===== src/rtl/dmem_arbiter_pkg.sv =====
// Shared types for the data-memory arbiter: FSM states, latched request fields, requester ids.
// Performance counters in dmem_arbiter are built only when DMEM_ARB_PERF_EN is defined.
package dmem_arbiter_pkg;

  localparam int unsigned ARB_ADDR_W = 32;
  localparam int unsigned ARB_DATA_W = 32;

  typedef enum logic [1:0] {
    IDLE,
    ISSUE,
    WAIT
  } arb_state_e;

  typedef struct packed {
    logic                  we;
    logic [ARB_ADDR_W-1:0] addr;
    logic [ARB_DATA_W-1:0] wdata;
    logic [2:0]            funct3;
  } arb_req_t;

  localparam logic ARB_CORE = 1'b0;
  localparam logic ARB_DMA  = 1'b1;

  function automatic logic [31:0] sat_inc(input logic [31:0] v);
    return (v == 32'hFFFF_FFFF) ? v : v + 32'd1;
  endfunction

endpackage


===== src/rtl/rr_arbiter2.sv =====
// Two-way round-robin pick: on conflict the requester selected by ptr_i wins.
// Grants are only issued while advance_i is high.
module rr_arbiter2 (
  input  logic req0_i,
  input  logic req1_i,
  input  logic ptr_i,
  input  logic advance_i,
  output logic gnt0_o,
  output logic gnt1_o
);

  always_comb begin
    gnt0_o = advance_i & req0_i & (~req1_i | ~ptr_i);
    gnt1_o = advance_i & req1_i & (~req0_i |  ptr_i);
  end

endmodule


===== src/rtl/dmem_arbiter.sv =====
// Shares the data-memory port between the core MEM stage and a DMA/debug master, one transaction
// at a time. Defining DMEM_ARB_PERF_EN adds saturating conflict/stall performance counters.
module dmem_arbiter
  import dmem_arbiter_pkg::*;
#(
  parameter int unsigned ADDR_W = 32,
  parameter int unsigned DATA_W = 32
) (
  input  logic              clk,
  input  logic              rst_n,
  // core MEM stage
  input  logic              core_req_i,
  input  logic              core_we_i,
  input  logic [ADDR_W-1:0] core_addr_i,
  input  logic [DATA_W-1:0] core_wdata_i,
  input  logic [2:0]        core_funct3_i,
  output logic              core_gnt_o,
  output logic              core_rvalid_o,
  output logic [DATA_W-1:0] core_rdata_o,
  output logic              core_stall_o,
  // DMA / debug master
  input  logic              dma_req_i,
  input  logic              dma_we_i,
  input  logic [ADDR_W-1:0] dma_addr_i,
  input  logic [DATA_W-1:0] dma_wdata_i,
  input  logic [2:0]        dma_funct3_i,
  output logic              dma_gnt_o,
  output logic              dma_rvalid_o,
  output logic [DATA_W-1:0] dma_rdata_o,
  // data memory
  output logic              mem_req_o,
  output logic              mem_we_o,
  output logic [ADDR_W-1:0] mem_addr_o,
  output logic [DATA_W-1:0] mem_wdata_o,
  output logic [2:0]        mem_funct3_o,
  input  logic              mem_gnt_i,
  input  logic              mem_rvalid_i,
  input  logic [DATA_W-1:0] mem_rdata_i,
  // performance counters
  output logic [31:0]       perf_conflict_cnt_o,
  output logic [31:0]       perf_stall_cnt_o
);

  arb_state_e state_q, state_d;
  logic       owner_q, owner_d;
  logic       rr_ptr_q, rr_ptr_d;
  arb_req_t   req_q, req_d;

  logic     idle;
  logic     conflict;
  logic     rsp_fire;
  logic     stall;
  arb_req_t core_fields;
  arb_req_t dma_fields;

  assign idle     = (state_q == IDLE);
  assign conflict = core_req_i & dma_req_i;

  rr_arbiter2 u_rr (
    .req0_i    (core_req_i),
    .req1_i    (dma_req_i),
    .ptr_i     (rr_ptr_q),
    .advance_i (idle),
    .gnt0_o    (core_gnt_o),
    .gnt1_o    (dma_gnt_o)
  );

  always_comb begin
    core_fields        = '0;
    core_fields.we     = core_we_i;
    core_fields.addr   = ARB_ADDR_W'(core_addr_i);
    core_fields.wdata  = ARB_DATA_W'(core_wdata_i);
    core_fields.funct3 = core_funct3_i;
    dma_fields         = '0;
    dma_fields.we      = dma_we_i;
    dma_fields.addr    = ARB_ADDR_W'(dma_addr_i);
    dma_fields.wdata   = ARB_DATA_W'(dma_wdata_i);
    dma_fields.funct3  = dma_funct3_i;
  end

  always_comb begin
    state_d  = state_q;
    owner_d  = owner_q;
    rr_ptr_d = rr_ptr_q;
    req_d    = req_q;
    unique case (state_q)
      IDLE: begin
        if (core_gnt_o || dma_gnt_o) begin
          state_d = ISSUE;
          owner_d = dma_gnt_o ? ARB_DMA : ARB_CORE;
          req_d   = dma_gnt_o ? dma_fields : core_fields;
          // Pointer only moves on a real conflict, so a lone requester does not steal priority.
          if (conflict) begin
            rr_ptr_d = dma_gnt_o ? ARB_CORE : ARB_DMA;
          end
        end
      end
      ISSUE: begin
        if (mem_gnt_i) begin
          state_d = WAIT;
        end
      end
      WAIT: begin
        if (mem_rvalid_i) begin
          state_d = IDLE;
        end
      end
      default: state_d = IDLE;
    endcase
  end

  always_ff @(posedge clk or negedge rst_n) begin
    if (!rst_n) begin
      state_q  <= IDLE;
      owner_q  <= ARB_CORE;
      rr_ptr_q <= ARB_CORE;
      req_q    <= '0;
    end else begin
      state_q  <= state_d;
      owner_q  <= owner_d;
      rr_ptr_q <= rr_ptr_d;
      req_q    <= req_d;
    end
  end

  // Responses outside WAIT (e.g. one left over from before a reset) are dropped.
  assign rsp_fire = (state_q == WAIT) & mem_rvalid_i;

  always_comb begin
    core_rvalid_o = rsp_fire & (owner_q == ARB_CORE);
    dma_rvalid_o  = rsp_fire & (owner_q == ARB_DMA);
    core_rdata_o  = core_rvalid_o ? mem_rdata_i : '0;
    dma_rdata_o   = dma_rvalid_o ? mem_rdata_i : '0;
  end

  always_comb begin
    mem_req_o    = (state_q == ISSUE);
    mem_we_o     = req_q.we;
    mem_addr_o   = ADDR_W'(req_q.addr);
    mem_wdata_o  = DATA_W'(req_q.wdata);
    mem_funct3_o = req_q.funct3;
  end

  // The grant cycle also stalls: the load result only arrives with core_rvalid_o.
  assign stall        = core_req_i |
                        ((owner_q == ARB_CORE) & (state_q != IDLE) & ~core_rvalid_o);
  assign core_stall_o = stall;

`ifdef DMEM_ARB_PERF_EN
  logic [31:0] conflict_cnt_q;
  logic [31:0] stall_cnt_q;

  always_ff @(posedge clk or negedge rst_n) begin
    if (!rst_n) begin
      conflict_cnt_q <= '0;
      stall_cnt_q    <= '0;
    end else begin
      if (idle && conflict) begin
        conflict_cnt_q <= sat_inc(conflict_cnt_q);
      end
      if (stall) begin
        stall_cnt_q <= sat_inc(stall_cnt_q);
      end
    end
  end

  assign perf_conflict_cnt_o = conflict_cnt_q;
  assign perf_stall_cnt_o    = stall_cnt_q;
`else
  assign perf_conflict_cnt_o = '0;
  assign perf_stall_cnt_o    = '0;
`endif

endmodule


===== config.mk =====
export PLATFORM = sky130hd
export DESIGN_NAME = dmem_arbiter
export DESIGN_NICKNAME = d
export VERILOG_FILES = /design/src/rtl/dmem_arbiter_pkg.sv /design/src/rtl/rr_arbiter2.sv /design/src/rtl/dmem_arbiter.sv
export SDC_FILE = /design/constraint.sdc
export NUM_CORES = 1
export LEC_CHECK = 0
export CAP_MARGIN = 40
export CORE_AREA = 2 2 145 147
export DETAILED_ROUTE_END_ITERATION = 7
export DIE_AREA = 0 0 147 149
export PLACE_DENSITY = 0.57
export SLEW_MARGIN = 5
export SYNTH_ARGS = -nofsm -noshare
export SYNTH_HDL_FRONTEND = slang
export SYNTH_HIERARCHICAL = 1
export SYNTH_SLANG_ARGS = --single-unit

===== constraint.sdc =====
create_clock -name clk -period 2.6 [get_ports clk]
set_clock_uncertainty 0.05 [all_clocks]
set_input_delay 0.52 -clock clk [delete_from_list [all_inputs] [get_ports clk]]
set_output_delay 0.52 -clock clk [all_outputs]
set_load 0.005 [all_outputs]

Word-level counts from Yosys, hierarchy flattened
Index checks and enable logic that the tools add are counted.
{ "word_totals": {"wordCells": 45, "mem_count": 0, "inputBits": 174, "mem_bits_ro": 0, "latchBits": 0, "ram_bits": 0, "regBits": 72} }
{ "classes": {"eq_ne": 5, "div": 0, "mux": 9, "shifts": 0, "n_lt_le_gt_ge": 0, "addsub": 0, "bitwise": 18, "n_mul": 0, "n_reduce_logical": 6} }
{ "op_table": {"columns": ["op", "count"], "rows": [
  ["$mux 68", 1],
  ["$mux 32", 2],
  ["$and 1x1->1", 10],
  ["$mux 2", 3],
  ["$pmux 2 s3", 1],
  ["$reduce_and 3->1", 2],
  ["$not 1->1", 5],
  ["$ne 2x2->1 const B", 2],
  ["$or 1x1->1", 3],
  ["$eq 2x1->1 const B", 1],
  ["$eq 2x2->1 const B", 1],
  ["$logic_not 2->1", 1],
  ["$mux 1", 2],
  ["$ne 2x1->1 const B", 1],
  ["$reduce_and 2->1", 1],
  ["$reduce_bool 2->1", 1],
  ["$logic_or 1x1->1", 1]
]} }

Longest topological paths before layout
Gate-level depths: netlist of the first run.
{ "depth": {"ltp_word": 6, "mapped_depth": 9, "ltp_nobuf": 5} }

Hierarchy
The synthesis of the first run kept the hierarchy.
{ "by_module_without_submodules": {"columns": ["mod", "n_inst", "seq_area_each_um2", "area_per_inst_um2", "cells_each"], "rows": [
  ["dmem_arbiter", 1, 1801.7, 4438.0, 378],
  ["rr_arbiter2", 1, 0.0, 21.3, 5]
]} }

Worst setup path after synthesis of the first run
No wires, ideal clock.
{ "synth_path": {"path_type": "register -> register", "start": "register state_q[0]", "end": "register req_q (netlist bit mem_addr_o[16])", "period_less_slack_ns": 2.169, "path_buffers": 2, "path_slack_ns": 0.431, "t_arrival_ns": 1.995, "t_required_ns": 2.425, "stages_incl_launch_ff": 8, "path_cell_list": "dfrtp_1 nor2_2 nand2_1 a21oi_1 buf_2 clkbuf_1 mux2_2 mux2_2"} }
{ "synth_between": {"elab_chain_len": 5, "word_cells_on_any_way": 8, "cone_classes": "mux: 1; bitwise: 4; reduce/logical: 3"} }
{ "synth_rtl": {"columns": ["item", "line_no", "rtl"], "rows": [
  ["start: declaration", "dmem_arbiter.sv:44", "arb_state_e state_q, state_d;"],
  ["start signal: assignment", "dmem_arbiter.sv:119", "state_q <= state_d;"],
  ["$logic_not 2->1 (*)", "dmem_arbiter.sv:56", "assign idle = (state_q == IDLE);"],
  ["via idle", "dmem_arbiter.sv:49", "logic idle;"],
  ["$and 1x1->1 (*) (2 in series)", "rr_arbiter2.sv:14", "gnt1_o = advance_i & req1_i & (~req0_i | ptr_i);"],
  ["via dma_gnt_o", "dmem_arbiter.sv:27", "output logic dma_gnt_o,"],
  ["$logic_or 1x1->1", "dmem_arbiter.sv:88", "if (core_gnt_o || dma_gnt_o) begin"],
  ["$reduce_and 2->1 (no line)", null, null],
  ["end signal: assignment", "dmem_arbiter.sv:122", "req_q <= req_d;"],
  ["end: declaration", "dmem_arbiter.sv:47", "arb_req_t req_q, req_d;"]
]} }
The timed path passes the listed nets; every way through them passes the cells marked *.
A chain may end at the register's enable or synchronous reset.

Worst setup path in the final report of the first run
{ "layout_path": {"start": "input dma_req_i", "end": "output dma_gnt_o"} }
{ "layout_between": {"elab_chain_len": 2} }
{ "layout_rtl": {"columns": ["item", "line_no", "rtl"], "rows": [
  ["start: declaration", "dmem_arbiter.sv:22", "input logic dma_req_i,"],
  ["$and 1x1->1 (2 in series)", "rr_arbiter2.sv:14", null],
  ["end: declaration", "dmem_arbiter.sv:27", null]
]} }
Every way passes these cells.

==> metrics.txt, run 1 <==
worst path required time=2030 ps; Critical Path Most Common Cell=clkdlybuf4s50_1; CP max stage delay=520 ps; CP Capture Type=output port; area of the core=0.0206 mm^2; Pleak=3.30 nW; post-synth top area cell=dfrtp_1; global-route wire length before repair=21000 um; clock root cell=clkbuf_16; Final Hold Fails=0; #FFs+latches synth=72; # placed instances=962; Port Buffers=311; mux share of post-synthesis cell area=0.346; layout cells sized above 1=0.257; WL/cell=14.0 um; I/O pins=376; Post-Synthesis Cells=383; die span in y=149 um; die width=147 um; Power Dens Cells=866 mW/mm^2; highest-delay cell along the critical path=clkdlybuf4s50_1; Clk pin slew, worst setup/hold paths=60 ps; Synth cell types=24; Setup Crit Path Kind=in2out; Pre-Repair DR Iteration Count=4; fin cells=981; unrepaired setup endpoints after global routing=true; largest family of logic cells by synthesized area=multiplexers; number of buffers and inverters on the critical path=3; xor and xnor area share after synthesis=0; complex-gate fraction of the synthesized area=0.0118; number of remaining DRC errors=0; delay-heaviest family, CP=buffers and inverters; Initial Util=0.217; vias in the first global route=3969; Final Routed Wirelength=13700 um; Seq/Total Area, Yosys=0.404; clock sink count=72; setup violators final=0; fin crit share=0.981; Placement Rows=53; grt total ovfl=0; DR vias=3853; CTS Buffer Depth=2; Final Util=0.396; initial antenna violation count=1; dominant synthesized flop cell=dfrtp_1; CTS tree=yes; startpoint types=input port; ANT nets after route=0; Mean Syn Cell Area=11.6 um^2; Max Cap Viol=0; fin. max-slew vios=0; GP Congestion=0.773; clk_lat worst skew=330 ps; CP arrival=1980 ps; status=finished, final reports clean; Post-Synth Simple-Gate Area=0.102; Worst VDD drop=0.000425 V; critical path, cell by cell=clkdlybuf4s50_1, nand2_1, a21oi_4, buf_12, clkdlybuf4s50_1; Final HPWL DP=11100 um; hold crit path type=in2async; largest net degree at the start of global routing=42; area share of the largest cell type after synthesis=0.404; yosys warns=6; NumNets Final=875; crit-path max FO=7; Cell Area, Synth=0.00446 mm^2; synthesis-to-layout area growth=82.7%; ys async rst share=1.00; drt via density=3.93; EDFF count, synth=0; Fin Setup TNS=0 ps; area share of fa/ha/maj cells after synthesis=0; Total GRT Usage=0.122; Final Critical Period=2550 ps; die area=0.0219 mm^2; TritonCTS Buffers=9; fillcell total=1972; Synth area leaders=dfrtp_1 (40%), mux2_2 (34%), buf_4 (11%); Peak Freq=0.392 GHz; Initial DRC Count=36; H-tree depth=3; total power=7.06 mW
[where the power goes]
part / switching [mW] / internal [mW] / leakage, nW / total [mW]
clock network: 0.460 / 0.763 / 0.148 / 1.22
logic: 1.26 / 2.54 / 2.31 / 3.80
registers: 0.314 / 1.72 / 0.844 / 2.03
[synth_stat cells (2+ instances only)]
cell type / n
inv_1: 4
a21oi_1: 3
dfrtp_1: 72
and2_1: 64
buf_6: 2
buf_4: 64
mux2_2: 136
nand2_1: 5
buf_2: 8
clkbuf_1: 11
[area by class of cell]
type	instances	area, um^2	area share
Antenna cell	1	2.50	0.000307
Clock buffer	10	239	0.0293
Clock inverter	5	57.6	0.00707
Inverter	4	15.0	0.00184
Multi-Input combinational cell	284	2340	0.287
Sequential cell	72	1800	0.222
Tap cell	275	344	0.0422
Timing Repair Buffer	330	3350	0.411
[state kept, by name, summed over array words and instances (netlist names)]
name and cells:
rr_ptr_q 1, owner_q 1, state_q 2, mem_funct3_o 3, mem_addr_o 32, mem_wdata_o 32
mem_we_o 1
[cells in the final DEF, fill, tap and decap left out, drive strengths merged, types with 2 or more instances in the layout]
| cell type | n |
|---|---|
| clkbuf | 10 |
| inv | 4 |
| mux2 | 136 |
| buf | 20 |
| nand2 | 5 |
| a21oi | 3 |
| dfrtp | 72 |
| and2 | 64 |
| conb | 64 |
| dlygate4sd2 | 2 |
| clkinv | 4 |
| clkdlybuf4s50 | 308 |
[worst reg2reg max path: stages (launching register included)]
cell     delay [ps]
dfrtp_2         470
nor2_4          190
nand2_1         110
a21oi_4         160
buf_12          150
buf_4           240
mux2_2          390
mux2_2          270
[kinds of logic after synthesis]
group           after synthesis
simple gates                 75
buf+inv                      90
flops                        72
compound gates                8
other cells                   1
mux                         137
[routing by layer]
metal	vias to the layer above	GRT usage	share of wire
met1	1810	0.127	0.35
met4	0	0.0490	0.025
met2	219	0.222	0.52
met5	-	0	0
met3	16	0.0483	0.10
li1	1808	-	-
[final timing paths]
check                              startpoint               to  slack (ps)  cells after the start
worst max-delay path                dma_req_i        dma_gnt_o          50                      5
worst min-delay path                    rst_n   mem_addr_o[25]          70                      1
worst max register to register     state_q[0]  mem_wdata_o[22]         460                      7
worst min register to register  mem_addr_o[9]    mem_addr_o[9]         450                      1
max in group asynchronous               rst_n  mem_wdata_o[17]        1810                      2
min in group clk                mem_addr_o[9]    mem_addr_o[9]         450                      1
[timing repair]
item,4_1_cts,5_1_grt
resized for setup,4,5
gates cloned,1,0
hold buffers,0,0
pin swaps,1,1
setup buffers,1,1
endpoints found under the setup margin,66,40
[metrics by stage]
step                hold WS (ps)  setup slack, ps  instance area [um^2]
finish                      72.7             49.9                  8150
CTS                         89.6            -42.6                  8130
floorplan                    174              431                  4700
global route                 102            -40.0                  8150
global placement             440             -174                  7790
detailed placement           444             -180                  7790
Power figures use the tool's default switching activity.
==> inputs of run 2 (changes only) <==
--- a/config.mk
+++ b/config.mk
@@ -10,6 +10,7 @@
 export DETAILED_ROUTE_END_ITERATION = 7
 export DIE_AREA = 0 0 147 149
 export PLACE_DENSITY = 0.57
+export REMOVE_ABC_BUFFERS = 1
 export SLEW_MARGIN = 5
 export SYNTH_ARGS = -nofsm -noshare
 export SYNTH_HDL_FRONTEND = slang
==> metrics.txt, run 2 (synthesis gave the netlist of run 1 again) <==
clock root cell=clkbuf_16 (unchanged); ANT nets after route=0 (unchanged); drt via density=3.95 (was 3.93); n_diodes=0 (was 1); startpoint types=register (was input port); unrepaired setup endpoints after global routing=true (unchanged); Port Buffers=311 (unchanged); clk_lat worst skew=330 ps (about the same); Final Hold Fails=0 (unchanged); Pleak=3.91 nW (was 3.30 nW); CP arrival=2020 ps (was 1980 ps); cell area after layout=0.00832 mm^2 (was 0.00815 mm^2); number of remaining DRC errors=0 (unchanged); GP Congestion=0.871 (was 0.773); most common cell after layout, fill and taps aside=clkdlybuf4s50_1 (unchanged); FF+latch area=0.00180 mm^2 (about the same); synthesis-to-layout area growth=86.6% (was 82.7%); crit-path max FO=7 (unchanged); Peak Freq=0.387 GHz (was 0.392 GHz); Critical R2R Launch=state_q[0] (unchanged); DR vias=3886 (was 3853); hold buffers post-CTS=0 (unchanged); RR Endpoint=mem_addr_o[16] (was mem_wdata_o[22]); die span in y=149 um (unchanged); vias in the first global route=3913 (was 3969); Pre-Repair DR Iteration Count=4 (unchanged); Max Cap Viol=0 (unchanged); CTS tree=yes (unchanged); die area=0.0219 mm^2 (unchanged); grt total ovfl=0 (unchanged); worst path required time=2030 ps (about the same); H-tree depth=3 (unchanged); clock sink count=72 (unchanged); Final Critical Period=2590 ps (was 2550 ps); Initial DRC Count=38 (was 36); fin. max-slew vios=0 (unchanged); area of the core=0.0206 mm^2 (unchanged); worst reg2reg path depth=7 (unchanged); Placement Rows=53 (unchanged); die width=147 um (unchanged); Worst VDD drop=0.000424 V (was 0.000425 V); total power=7.23 mW (was 7.06 mW); status=finished, final reports clean (unchanged); Total GRT Usage=0.126 (was 0.122); Area after DPL=0.00778 mm^2 (was 0.00779 mm^2); layout cells sized above 1=0.257 (about the same); I/O pins=376 (unchanged); largest net degree at the start of global routing=73 (was 42); WL/cell=14.7 um (was 14.0 um); multi-input logic area=0.00233 mm^2 (was 0.00234 mm^2); Final HPWL DP=11200 um (was 11100 um); Power Dens Cells=869 mW/mm^2 (was 866 mW/mm^2); global-route wire length before repair=21400 um (was 21000 um); fin cells=984 (was 981); Setup Crit Path Kind=reg2out (was in2out); # placed instances=960 (was 962); Clk pin slew, worst setup/hold paths=60 ps (about the same); reg2reg setup slack=360 ps (was 460 ps); hold crit path type=in2async (unchanged); commonest non-fill, non-tap cells in the layout=clkdlybuf4s50_1 (278), mux2_2 (136), dfrtp_1 (71) (was clkdlybuf4s50_1 (308), mux2_2 (136), dfrtp_1 (70)); NumNets Final=878 (was 875); Final Routed Wirelength=14500 um (was 13700 um); fillcell total=1943 (was 1972); initial antenna violation count=0 (was 1); CP Capture Type=output port (unchanged); TritonCTS Buffers=9 (unchanged); setup violators final=0 (unchanged); CTS Buffer Depth=2 (unchanged); Initial Util=0.217 (unchanged); fin crit share=0.995 (was 0.981)
[run 2: changes by cell type in the layout (fill, tap and decap cells not counted), sizes merged]
cell and delta:
buf +2, bufbuf +1, bufinv +1, clkdlybuf4s15 +1, clkdlybuf4s50 -30, clkinv -3, clkinvlp +1, diode -1
dlygate4sd2 -2, dlymetal6s2s +31, inv +2
[run 2: through the flow]
step                hold WS, ps  TNS (ps)  utilization  setup slack (ps)
floorplan                   174   -290170            -             -4070
global placement            440     -5660        0.379              -129
detailed placement          446     -8130        0.379              -189
CTS                         158     -27.0        0.401             -27.0
global route                177      -661        0.405              -108
finish                      143         0        0.405              13.3
[run 2: repair_timing]
item / 4_1_cts / 5_1_grt
pin swaps: 2 / 2
resized for setup: 7 / 33
gates cloned: 3 / 0
setup endpoints to repair: 66 / 33
buffers inserted: 4 / 1
[run 2: critical path: stages (launching register included)]
cell and delay (ps):
dfrtp_2 450, nor2_2 260, nand2_1 140, a21oi_4 170, buf_12 150, clkdlybuf4s50_1 510
[run 2: layout make-up]
type	count	share of cell area
Inverter	4	0.00180
Sequential cell	72	0.217
Tap cell	275	0.0413
Clock inverter	6	0.0108
Clock buffer	10	0.0275
Multi-Input combinational cell	284	0.280
Timing Repair Buffer	333	0.422
[run 2: how the worst max path moves through the flow]
stage / from / endpoint / cells after the start
after floorplan: state_q[0] / mem_addr_o[0] / 5
after global placement: mem_rvalid_i / dma_rdata_o[15] / 6
after detailed placement: mem_rvalid_i / dma_rdata_o[19] / 6
after CTS: state_q[0] / dma_gnt_o / 5
after global routing: state_q[0] / dma_gnt_o / 5
final: state_q[0] / dma_gnt_o / 5
[run 2: power by group]
group	internal [mW]	total, mW	switching (mW)
Combinational	2.57	3.86	1.29
Clock	0.845	1.33	0.488
Sequential	1.72	2.04	0.329
Total	5.13	7.23	2.10
[run 2: layer usage]
| layer | GRT usage | vias up | wire [um] |
|---|---|---|---|
| met3 | 0.0486 | 15 | 1520 |
| met5 | 0 | - | 0 |
| met2 | 0.234 | 225 | 7680 |
| met4 | 0.0452 | 0 | 265 |
| li1 | - | 1809 | - |
| met1 | 0.130 | 1837 | 5010 |
==> inputs of run 3 (changes only) <==
--- a/config.mk
+++ b/config.mk
@@ -6,10 +6,11 @@
 export NUM_CORES = 1
 export LEC_CHECK = 0
 export CAP_MARGIN = 40
-export CORE_AREA = 2 2 145 147
+export CORE_AREA = 2 2 146 148
+export CTS_CLUSTER_SIZE = 25
 export DETAILED_ROUTE_END_ITERATION = 7
-export DIE_AREA = 0 0 147 149
-export PLACE_DENSITY = 0.57
+export DIE_AREA = 0 0 148 150
+export PLACE_DENSITY = 0.56
 export REMOVE_ABC_BUFFERS = 1
 export SLEW_MARGIN = 5
 export SYNTH_ARGS = -nofsm -noshare
==> metrics.txt, run 3 (synthesis gave the netlist of run 1 again) <==
hold buffers post-CTS=0 (unchanged); grt total ovfl=0 (unchanged); drt via density=4.00 (was 3.95); Pre-Repair DR Iteration Count=4 (unchanged); Max Cap Viol=0 (unchanged); part of the power in registers=0.291 (was 0.283); Pint=4.93 mW (was 5.13 mW); Peak Freq=0.391 GHz (was 0.387 GHz); CP max stage delay=500 ps (was 510 ps); reg2reg setup slack=410 ps (was 360 ps); clock root cell=clkbuf_16 (unchanged); Critical R2R Launch=state_q[1] (was state_q[0]); startpoint types=input port (was register); number of remaining DRC errors=0 (unchanged); WL/cell=15.4 um (was 14.7 um); hold crit path type=in2async (unchanged); CTS Buffer Depth=2 (unchanged); combinational share of power=0.550 (was 0.533); largest net degree at the start of global routing=34 (was 73); Power Dens Cells=850 mW/mm^2 (was 869 mW/mm^2); ANT nets after route=0 (unchanged); Pleak=3.67 nW (was 3.91 nW); fin cells=989 (was 984); total power=7.02 mW (was 7.23 mW); Initial Util=0.216 (was 0.217); GP Congestion=0.892 (was 0.871); Port Buffers=311 (unchanged); area of the core=0.0207 mm^2 (was 0.0206 mm^2); Total GRT Usage=0.130 (was 0.126); worst path required time=2030 ps (about the same); Critical Path Most Common Cell=buf_4; I/O pins=376 (unchanged); die span in y=150 um (was 149 um); Final Critical Period=2550 ps (was 2590 ps); CTS tree=yes (unchanged); status=finished, final reports clean (unchanged); Sw Share=0.298 (was 0.291); critical path, cell by cell=clkdlybuf4s15_1, nand2_2, buf_4, nor3_4, buf_4, clkbuf_16, and2_1, clkdlybuf4s50_1 (was nor2_2, nand2_1, a21oi_4, buf_12, clkdlybuf4s50_1); crit-path max FO=16 (was 7); unrepaired setup endpoints after global routing=true (unchanged); layout cells sized above 1=0.264 (was 0.257); setup violators final=0 (unchanged); Worst VDD drop=0.000386 V (was 0.000424 V); fin. max-slew vios=0 (unchanged); Final HPWL DP=11800 um (was 11200 um); Clk pin slew, worst setup/hold paths=60 ps (about the same); Setup Crit Path Kind=in2out (was reg2out); CP startpoint=mem_rvalid_i (was state_q[0]); number of buffers and inverters on the critical path=5 (was 2); vias in the first global route=4076 (was 3913); initial antenna violation count=1 (was 0); # placed instances=963 (was 960); most common cell after layout, fill and taps aside=clkdlybuf4s50_1 (unchanged); Placement Rows=53 (unchanged); sw power=2.09 mW (was 2.10 mW); TritonCTS Buffers=9 (unchanged); Clock Power Share=0.159 (was 0.184); die width=148 um (was 147 um); commonest non-fill, non-tap cells in the layout=clkdlybuf4s50_1 (286), mux2_2 (136), dfrtp_1 (70) (was clkdlybuf4s50_1 (278), mux2_2 (136), dfrtp_1 (71)); delay-heaviest family, CP=buffers and inverters (unchanged); synthesis-to-layout area growth=85.4% (was 86.6%); fillcell total=2039 (was 1943); clk_lat worst skew=330 ps (about the same); Final Hold Fails=0 (unchanged); die area=0.0222 mm^2 (was 0.0219 mm^2); H-tree depth=3 (unchanged); CP Capture Type=output port (unchanged); highest-delay cell along the critical path=clkdlybuf4s50_1 (unchanged); Final Routed Wirelength=15200 um (was 14500 um); CP arrival=1980 ps (was 2020 ps); Initial DRC Count=65 (was 38); fin crit share=0.983 (was 0.995); NumNets Final=883 (was 878); clock sink count=72 (unchanged); global-route wire length before repair=22100 um (was 21400 um); DR vias=3955 (was 3886)
==> run 3: through the flow <==
step	utilization	hold WS [ps]	cell area, um^2	setup TNS (ps)	setup WS, ps
global route	0.399	76.8	8260	-192	-22.1
CTS	0.395	61.8	8170	0	12.7
finish	0.399	64.3	8270	0	45.2
global placement	0.377	429	7790	-7120	-150
detailed placement	0.377	436	7790	-7650	-183
floorplan	-	174	4110	-290170	-4070
==> run 3: final cells by class <==
type / count / area, um^2 / area share
Antenna cell: 1 / 2.50 / 0.000303
Tap cell: 275 / 344 / 0.0416
Multi-Input combinational cell: 284 / 2330 / 0.282
Clock buffer: 9 / 225 / 0.0272
Inverter: 4 / 15.0 / 0.00182
Clock inverter: 6 / 37.5 / 0.00454
Sequential cell: 72 / 1800 / 0.218
Timing Repair Buffer: 338 / 3500 / 0.424
==> run 3: power groups by stage <==
stage	sequential [mW]	combinational (mW)	clock, mW
finish	2.04	3.86	1.12
detailed placement	2.05	3.83	0
CTS	2.05	3.93	1.17
floorplan	2.05	1.70	0
global placement	2.03	3.79	0
global route	2.13	4.16	1.23
==> run 3: worst paths after layout <==
check | end | cells past startpoint
max reg2reg | mem_wdata_o[22] | 9
min in group clk | mem_wdata_o[12] | 1
min | mem_wdata_o[28] | 1
max in group asynchronous | owner_q | 2
min reg2reg | mem_wdata_o[12] | 1
max | core_rdata_o[12] | 8
==> run 3: timing repair <==
item,CTS,global route
endpoints found under the setup margin,65,42
resized for setup,13,20
buffers inserted,5,2
pin swaps,1,1
hold endpoints to repair,0,0
cloned,2,1
==> run 3: layer usage <==
| metal | up-vias | global-route usage | wire length (um) |
|---|---|---|---|
| li1 | 1821 | - | - |
| met1 | 1890 | 0.121 | 5000 |
| met2 | 227 | 0.243 | 8070 |
| met3 | 17 | 0.0637 | 1820 |
| met4 | 0 | 0.0476 | 321 |
| met5 | - | 0 | 0 |
